## config.mk

```make
export PLATFORM = sky130hd
export DESIGN_NAME = inter_pe_psum_buffer
export DESIGN_NICKNAME = d
export VERILOG_FILES = /design/src/rtl/inter_pe_psum_buffer.sv
export SDC_FILE = /design/constraint.sdc
export NUM_CORES = 1
export LEC_CHECK = 0
export CAP_MARGIN = 20
export CORE_UTILIZATION = 50
export CTS_BUF_LIST = sky130_fd_sc_hd__clkbuf_16
export CTS_CLUSTER_DIAMETER = 100
export CTS_CLUSTER_SIZE = 30
export DETAILED_ROUTE_END_ITERATION = 10
export PLACE_DENSITY = 0.7
export SKIP_CTS_REPAIR_TIMING = 1
export SKIP_LAST_GASP = 1
export SYNTH_ARGS = -nofsm -noshare
export SYNTH_HDL_FRONTEND = slang
export SYNTH_SLANG_ARGS = --single-unit
```

## constraint.sdc

```tcl
create_clock -name clk -period 8.6 [get_ports clk]
set_input_delay 1.72 -clock clk [delete_from_list [all_inputs] [get_ports clk]]
set_output_delay 1.72 -clock clk [all_outputs]
set_load 0.1 [all_outputs]
```

## src/rtl/inter_pe_psum_buffer.sv

```systemverilog
// Tagged partial-sum staging buffer between adjacent PE columns.
// Head columns match entries by (id, phase); follower columns replay upstream slot positions.
module inter_pe_psum_buffer #(
  parameter  int DEPTH   = 4,
  parameter  int LANES   = 2,
  parameter  int DATA_W  = 32,
  parameter  int ID_W    = 8,
  parameter  int PHASE_W = 4,
  parameter  int IS_HEAD = 1,
  localparam int PW      = $clog2(DEPTH),
  localparam int CW      = $clog2(DEPTH + 1)
) (
  input  logic                       clk,
  input  logic                       rst_n,
  input  logic                       flush,
  input  logic [LANES-1:0]           in_valid,
  input  logic [LANES*ID_W-1:0]      in_id,
  input  logic [LANES*PHASE_W-1:0]   in_phase,
  input  logic [LANES*DATA_W-1:0]    in_data,
  input  logic                       req_valid,
  input  logic [LANES*ID_W-1:0]      req_id,
  input  logic [PHASE_W-1:0]         req_phase,
  input  logic                       pos_in_valid,
  input  logic [LANES*PW-1:0]        pos_in,
  output logic [LANES-1:0]           out_valid,
  output logic [LANES*DATA_W-1:0]    out_data,
  output logic                       pos_out_valid,
  output logic [LANES*PW-1:0]        pos_out,
  output logic [CW-1:0]              occupancy,
  output logic                       full,
  output logic                       empty,
  output logic                       overflow
);

  logic [DEPTH-1:0]   r_valid;
  logic [ID_W-1:0]    r_id    [DEPTH];
  logic [PHASE_W-1:0] r_phase [DEPTH];
  logic [DATA_W-1:0]  r_data  [DEPTH];

  logic [DEPTH-1:0]   w_valid_n;
  logic [ID_W-1:0]    w_id_n    [DEPTH];
  logic [PHASE_W-1:0] w_phase_n [DEPTH];
  logic [DATA_W-1:0]  w_data_n  [DEPTH];

  logic [LANES-1:0]        w_out_valid;
  logic [LANES*DATA_W-1:0] w_out_data;
  logic [LANES*PW-1:0]     w_pos_out;
  logic                    w_pos_vld;
  logic                    w_ovf;
  logic [LANES-1:0]        w_need_alloc;
  logic [DEPTH-1:0]        w_taken;
  logic                    w_found;
  logic [PW-1:0]           w_slot;
  logic [CW-1:0]           w_cnt;

  // Slot update: reads always see the old state, then hits/positions rewrite or clear,
  // then leftover writes take the lowest free slots in lane order.
  always_comb begin
    w_valid_n    = r_valid;
    w_out_valid  = '0;
    w_out_data   = '0;
    w_pos_out    = '0;
    w_pos_vld    = 1'b0;
    w_ovf        = 1'b0;
    w_need_alloc = '0;
    w_taken      = '0;
    w_found      = 1'b0;
    w_slot       = '0;
    for (int j = 0; j < DEPTH; j++) begin
      w_id_n[j]    = r_id[j];
      w_phase_n[j] = r_phase[j];
      w_data_n[j]  = r_data[j];
    end

    if (IS_HEAD == 0 && pos_in_valid) begin
      w_pos_vld = 1'b1;
      w_pos_out = pos_in;
      for (int l = 0; l < LANES; l++) begin
        w_slot                          = pos_in[l*PW +: PW];
        w_out_valid[l]                  = r_valid[w_slot];
        w_out_data[l*DATA_W +: DATA_W]  = r_data[w_slot];
        w_valid_n[w_slot]               = in_valid[l];
        if (in_valid[l]) begin
          w_id_n[w_slot]    = in_id[l*ID_W +: ID_W];
          w_phase_n[w_slot] = in_phase[l*PHASE_W +: PHASE_W];
          w_data_n[w_slot]  = in_data[l*DATA_W +: DATA_W];
        end
      end
    end else if (IS_HEAD != 0 && req_valid) begin
      w_pos_vld = 1'b1;
      for (int l = 0; l < LANES; l++) begin
        w_found = 1'b0;
        w_slot  = '0;
        for (int j = DEPTH - 1; j >= 0; j--) begin
          if (r_valid[j] && r_id[j] == req_id[l*ID_W +: ID_W] && r_phase[j] == req_phase) begin
            w_found = 1'b1;
            w_slot  = PW'(j);
          end
        end
        if (w_found && !w_taken[w_slot]) begin
          w_taken[w_slot]                = 1'b1;
          w_out_valid[l]                 = 1'b1;
          w_out_data[l*DATA_W +: DATA_W] = r_data[w_slot];
          w_pos_out[l*PW +: PW]          = w_slot;
          w_valid_n[w_slot]              = in_valid[l];
          if (in_valid[l]) begin
            w_id_n[w_slot]    = in_id[l*ID_W +: ID_W];
            w_phase_n[w_slot] = in_phase[l*PHASE_W +: PHASE_W];
            w_data_n[w_slot]  = in_data[l*DATA_W +: DATA_W];
          end
        end else begin
          w_need_alloc[l] = in_valid[l];
        end
      end
    end else begin
      w_need_alloc = in_valid;
      if (IS_HEAD == 0) begin
        w_pos_out = pos_in;
      end
    end

    for (int l = 0; l < LANES; l++) begin
      if (w_need_alloc[l]) begin
        w_found = 1'b0;
        w_slot  = '0;
        for (int j = DEPTH - 1; j >= 0; j--) begin
          if (!w_valid_n[j]) begin
            w_found = 1'b1;
            w_slot  = PW'(j);
          end
        end
        if (w_found) begin
          w_valid_n[w_slot] = 1'b1;
          w_id_n[w_slot]    = in_id[l*ID_W +: ID_W];
          w_phase_n[w_slot] = in_phase[l*PHASE_W +: PHASE_W];
          w_data_n[w_slot]  = in_data[l*DATA_W +: DATA_W];
          if (IS_HEAD != 0 && !req_valid) begin
            w_pos_out[l*PW +: PW] = w_slot;
            w_pos_vld             = 1'b1;
          end
        end else begin
          w_ovf = 1'b1;
        end
      end
    end

    // Flush discards this cycle's writes but leaves the reads above intact.
    if (flush) begin
      w_valid_n = '0;
      w_ovf     = 1'b0;
    end
  end

  always_ff @(posedge clk) begin
    if (!rst_n) begin
      r_valid       <= '0;
      out_valid     <= '0;
      out_data      <= '0;
      pos_out_valid <= 1'b0;
      pos_out       <= '0;
      overflow      <= 1'b0;
    end else begin
      r_valid       <= w_valid_n;
      out_valid     <= w_out_valid;
      out_data      <= w_out_data;
      pos_out_valid <= w_pos_vld;
      pos_out       <= w_pos_out;
      overflow      <= overflow | w_ovf;
    end
  end

  // Slot payload is qualified by r_valid, so it carries no reset.
  always_ff @(posedge clk) begin
    for (int j = 0; j < DEPTH; j++) begin
      r_id[j]    <= w_id_n[j];
      r_phase[j] <= w_phase_n[j];
      r_data[j]  <= w_data_n[j];
    end
  end

  always_comb begin
    w_cnt = '0;
    for (int j = 0; j < DEPTH; j++) begin
      w_cnt = w_cnt + CW'(r_valid[j]);
    end
  end

  assign occupancy = w_cnt;
  assign full      = (w_cnt == CW'(DEPTH));
  assign empty     = (w_cnt == '0);

endmodule

```

==> metrics.cfg <==
[synth]
ys_seq_area_share_pct=36.3
avgSynthCellArea_sq_um=7.99
synth_area_sq_mm=0.0139
synth_edf_count=0
synth-seq-cells=252
ys_warn_count=0
ys.flop_type=dfxtp_1
synth_cells=1738
synth_nets=1860
async_reset_ff_share_pct=0
synthDistinctLibCells=65

[setup_path]
r2r-end=r_data[3][18]$_DFF_P_
reg2reg_depth=11
r2r_start=r_phase[3][0]$_DFF_P_
worstPathRequired_ps=9030
critPathMaxStageDelay_ps=870
startpoint=req_phase[0]
slowest_stage=a31oi_4
crit_arrival_ps=6670
crit_chain=clkdlybuf4s50_1, xnor2_1, nand2_1, or4_1, a2111oi_4, buf_4, a31oi_1, o21a_1, a31oi_4, buf_4, o22ai_1, a2bb2oi_2
path_common_cell=buf_4
crit_fanout=35
end_kind=flip-flop
cp-start-kind=primary input
endpoint=r_data[3][18]$_DFF_P_
crit_type=primary input to flip-flop
r2r_slack_ps=3850

[routing]
drc=1
drtIter0Drc=2583
drt-total-wl_mm=52.7
drt_first_pass_iters=11
viasPerCell=6.73
wl_per_cell_microns=24.0
vias=14800
ant_nets=0

[final_layout]
stdcell_count=2198
n_fill_cell=2400
area_growth_pct=18.0
fin_nets=1942
layout-drive-gt1-share_pct=6.81

[sta]
post-route-period-util_pct=72.5
period_needed_ps=6240
finalHoldViolCount=0
fmax_ghz=0.160
relSlewSlack_pct=25.3
holdWs_ps=435
finalSetupViolCount=0
worstMarginPinSlew_ps=1120
rsz0062_at_grt=false
slew_violations=0
tns_ps=0
skew_ps=51.4

[placement]
gp_congestion=0.968
place_inst=2176
dp_hpwl_mm=30.3
numPortBuffers=190

[clock_network]
htree_levels=1
clock_sinks=252
clkLatencyLatePin_ps=520
cts-root-buf=clkbuf_16
cts_buffers=13
clockBufferDepth=3
path_clk_slew_ps=120
tritoncts=built

[pwr]
switchingPower_mw=1.09
power.leakage_nw=6.16
p_sw_share_pct=33.5
vdd_ir_drop_max_uv=191
p_per_area_mw_per_mm2=199
intPower_mw=2.17
p_seq_share_pct=50.5
comb_power_share_pct=26.4
p_clk_share_pct=23.1

[floorplanning]
start_util_pct=51.3
rows=60
die_area_sq_mm=0.0285
die_h_microns=169
core_sq_mm=0.0271
io_pins=196
die-width_microns=169

[outcome]
outcome=finished, violations left
violations=design-rule violations

[grt]
grt_first_pass_wirelength_mm=80.5
grtUsageMet3_pct=6.24
use_met2_pct=57.1
grt_util_met1_pct=48.1
grt_max_degree=89
grt_overflow=0
grt_pass1_vias=14000
grt-busiest-layer=met2
grt_use_total_pct=36.0
antenna_found_initial=4

[job]
cap_viol_max_count=0

[worst_hold_path]
min_path_type=flip-flop to flip-flop
hp-start=r_data[0][27]$_DFF_P_

-- synth_stat cells, drive strengths merged, types with 2 or more instances --
master     n  area (sq um)
a211o      2          17.5
nor4       8          65.1
buf       42           267
or4        6          45.0
nand4     14          93.8
o22ai    177          1110
o21ai     13          76.3
nand3     11          55.1
clkbuf   115           432
ha         2          25.0
and4       3          26.3
a2bb2oi   43           627
mux2i     46           460
or3        2          12.5
xor2      29           254
inv       55           206
a21oi    161           817
a211oi    46           370
nand3b     2          15.0
o211ai    46           345
nand2b     3          18.8
nand2    167           627
dfxtp    252          5040
o31a       2          17.5
nor3       7          35.0
a222oi    64           641
o21a       3          22.5
and2       5          31.3
o32ai      2          17.5
a21o       4          30.0
a31oi     50           325
xnor2     53           464
nor2     279          1050
nor2b      4          25.0
o21bai     2          15.0
-- worst max-delay path: cells and delay by family --
family,cells,cell delay [ps]
compound gates,6,2150
buf+inv,3,1610
simple gates,2,750
xor+xnor,1,390
-- how the worst min path moves through the flow --
stage | endpoint | slack [ps] | cells after the start
5_1_grt | out_data[24]$_SDFF_PN0_ | 460 | 2
6_report | out_data[27]$_SDFF_PN0_ | 440 | 2
3_5_place_dp | out_data[30]$_SDFF_PN0_ | 460 | 2
2_1_floorplan | out_data[0]$_SDFF_PN0_ | 450 | 2
4_1_cts | out_data[27]$_SDFF_PN0_ | 430 | 2
3_3_place_gp | out_data[0]$_SDFF_PN0_ | 450 | 2
-- cell type report --
type                       count  area [sq um]  share of cell area (%)
clock buffer                  13           325                    1.98
timing repair buffer         224          2190                    13.3
inverter                      56           210                    1.28
clock inverter                 4          83.8                   0.511
antenna                        4          10.0                  0.0610
multi-input combinational   1273          8070                    49.2
sequential                   252          5040                    30.8
tap                          372           465                    2.84
-- stage by stage --
| stage | setup WS, ps | total power, mW | util [%] | instance area (sq um) |
|---|---|---|---|---|
| 3_3_place_gp | 2180 | 2.45 | 58.9 | 16000 |
| 6_report | 2360 | 3.26 | 60.5 | 16400 |
| 2_1_floorplan | 2660 | 2.24 | - | 13900 |
| 4_1_cts | 2620 | 3.24 | 60.4 | 16400 |
| 5_1_grt | 2410 | 3.40 | 60.5 | 16400 |
| 3_5_place_dp | 2110 | 2.50 | 58.9 | 16000 |
-- cells by family (layout without fill, tap and decap cells) --
group / Yosys count / after routing / share of synthesized area, %
buf+inv: 213 / 297 / 6.54
compound gates: 626 / 626 / 32.9
flops: 252 / 252 / 36.3
xor+xnor: 82 / 82 / 5.17
mux: 47 / 47 / 3.40
other cells: 0 / 4 / 0
fa+ha+maj: 4 / 4 / 0.396
simple gates: 514 / 514 / 15.3
-- cells in the final DEF, fill, tap and decap left out, types with 4 or more instances in the layout --
master	n
o21ai_0	8
diode_2	4
nor3_1	5
xnor2_1	53
inv_1	55
a222oi_1	64
xor2_1	29
a211oi_1	44
nor2_1	278
o22ai_1	176
o211ai_1	46
a31oi_1	48
nand4_1	13
dfxtp_1	252
nand2_1	167
clkbuf_16	13
a2bb2oi_2	40
and2_1	5
mux2i_1	45
buf_4	33
nor4_1	7
or4_1	6
clkdlybuf4s50_1	189
nand3_1	8
a21oi_1	158
-- flip-flops by register name (all words and copies together), names as in the netlist --
signal / flops
out_valid: 2
r_id: 32
r_valid: 4
r_phase: 16
out_data: 64
r_data: 128
pos_out_valid: 1
pos_out: 4
overflow: 1
-- power by group through the flow --
stage                     sequential, mW  clock (mW)  combinational (mW)
after floorplan                     1.61           0               0.627
after global placement              1.65           0               0.803
after detailed placement            1.66           0               0.837
after CTS                           1.63       0.761               0.841
after global routing                1.67       0.792               0.936
final                               1.65       0.753               0.861
-- metal layers --
metal	up-vias	share of wire, %
met5	-	0
met4	0	3.7
met3	174	12
met2	1067	45
met1	6978	40
li1	6568	-
Power figures use the tool's default switching activity.
==> variant (config.mk and constraints unchanged) <==
Set the parameter `DEPTH` to 2 (it was 4).
--- a/src/rtl/inter_pe_psum_buffer.sv
+++ b/src/rtl/inter_pe_psum_buffer.sv
@@ -2,5 +2,5 @@
 // Head columns match entries by (id, phase); follower columns replay upstream slot positions.
 module inter_pe_psum_buffer #(
-  parameter  int DEPTH   = 4,
+  parameter  int DEPTH   = 2,
   parameter  int LANES   = 2,
   parameter  int DATA_W  = 32,
Interface: changed (resized occupancy, pos_in and pos_out); port bits go from 196 to 191. No check against the original RTL was run, so the function may have changed too.
==> variant against the original RTL <==
- worst setup slack gained 0.86 ns
- power shrank 38%
- sequential cell count down 92
- routed wire length fell by 48%
- critical path depth is 1 lower
- cell area is 35% lower
- hold slack gained 0.039 ns
- synthesized area fell by 42%
==> variant: results (changes against the original RTL) <==
- Cts bufs inserted: 17 (+4)
- Final nets: 1,261 (-35%)
- Bufs on Longest Clock Path: 2 (-1)
- GR Util All Layers: 32.5% (-3.5 points)
- Slew @ Worst Pin: 1.08 ns (-0.0426 ns)
- Placer congestion estimate: 0.822 (-15%)
- Synth cell count leaders: nand2_1 (207), dfxtp_1 (160), nor2_1 (123)
- Peak VDD IR: 0.154 mV (-20%)
- Largest regs: out_data: 64 flops, r_data: 64 flops, r_id: 16 flops
- Dominant cells by area after synthesis: dfxtp_1 (40%), nand2_1 (9.6%), a31oi_1 (6.9%)
- DRT met1 WL: 11,600 um (-45%)
- Sequential cell area fraction in the yosys report: 39.6% (+3.3 points)
- Post-Place Cell Area: 10,000 um2 (-37%)
- DR WL met2: 12,800 um (-46%)
- Max H-tree Level: 4 (+3)
- TritonRoute pass-1 iters: 7 (-4)
- Skew-Pair Late Insertion Delay: 0.43 ns (-0.09 ns)
- Wire per inst: 19.9 um (-17%)
- Lkg Pwr: 3.67 nW (-40%)
- Outcome: complete, no violations
- Buffers on Ports: 187 (-1.6%)
- DR vias/cell: 6.19 (-8.0%)
- DP HPWL: 15,900 um (-48%)
- Drt initial violations: 833 (-68%)
- Layout cells sized above 1: 5.89% (-0.92 points)
- Worst-path maximum fanout: 45 (+29%)
[variant: cell types whose count changed after synthesis, sizes merged, moves of 50 or more]
cell,before,now
dfxtp,252,160
inv,55,5
o22ai,177,44
a21oi,161,35
a222oi,64,0
nor2,279,123
clkbuf,115,65
[variant: through the flow]
| stage | cells | setup slack (ns) | utilization [%] |
|---|---|---|---|
| finish | 1372 | 3.22 | 67.3 |
| global route | 1371 | 3.00 | 67.3 |
| CTS | 1370 | 3.22 | 67.1 |
| detailed placement | 1338 | 2.78 | 63.2 |
| global placement | 1338 | 2.81 | 63.2 |
| floorplan | 1010 | 4.68 | - |
[variant: final cells by class]
cell class              instances  share of cell area [%]
diodes                          1                  0.0235
clock buffers                  17                    3.99
clock inverters                15                    1.82
inverters                       5                   0.176
multi-input cells             754                    42.5
flip-flops and latches        160                    30.1
well taps                     216                    2.54
repair buffers                204                    18.8
[variant: tightest hold or removal path: cells and delay by family, from the launching register on]
kind	cells	cell delay (ns)
AO/OA/AOI/OAI	1	0.05
AND/OR/NAND/NOR	1	0.06
flip-flops	1	0.32
[variant: logic make-up after synthesis]
family / Yosys count / synth area share, %
AO/OA/AOI/OAI: 317 / 28.2
XOR/XNOR: 40 / 4.33
adder cells (fa/ha/maj): 3 / 0.433
buffers and inverters: 96 / 5.24
flip-flops: 160 / 39.6
multiplexers: 32 / 3.96
AND/OR/NAND/NOR: 362 / 18.3
[variant: final timing paths]
check | from | to | slack (ns) | cells past startpoint
max | req_phase[3] | r_data[1][13] | 3.22 | 11
min | r_data[1][9] | out_data[9] | 0.47 | 2
max reg2reg | r_id[0][12] | r_data[1][13] | 4.61 | 10
min reg2reg | r_data[1][9] | out_data[9] | 0.47 | 2
[variant: metal layers]
metal | up-vias | GRT usage [%]
met5 | - | 0
met4 | 0 | 12.1
met3 | 48 | 5.53
met2 | 500 | 52.8
met1 | 3982 | 43.2
li1 | 3963 | -
[variant: report_power, final]
group | internal, mW | switching [mW]
combinational | 0.167 | 0.166
sequential | 0.819 | 0.0676
clock | 0.485 | 0.318
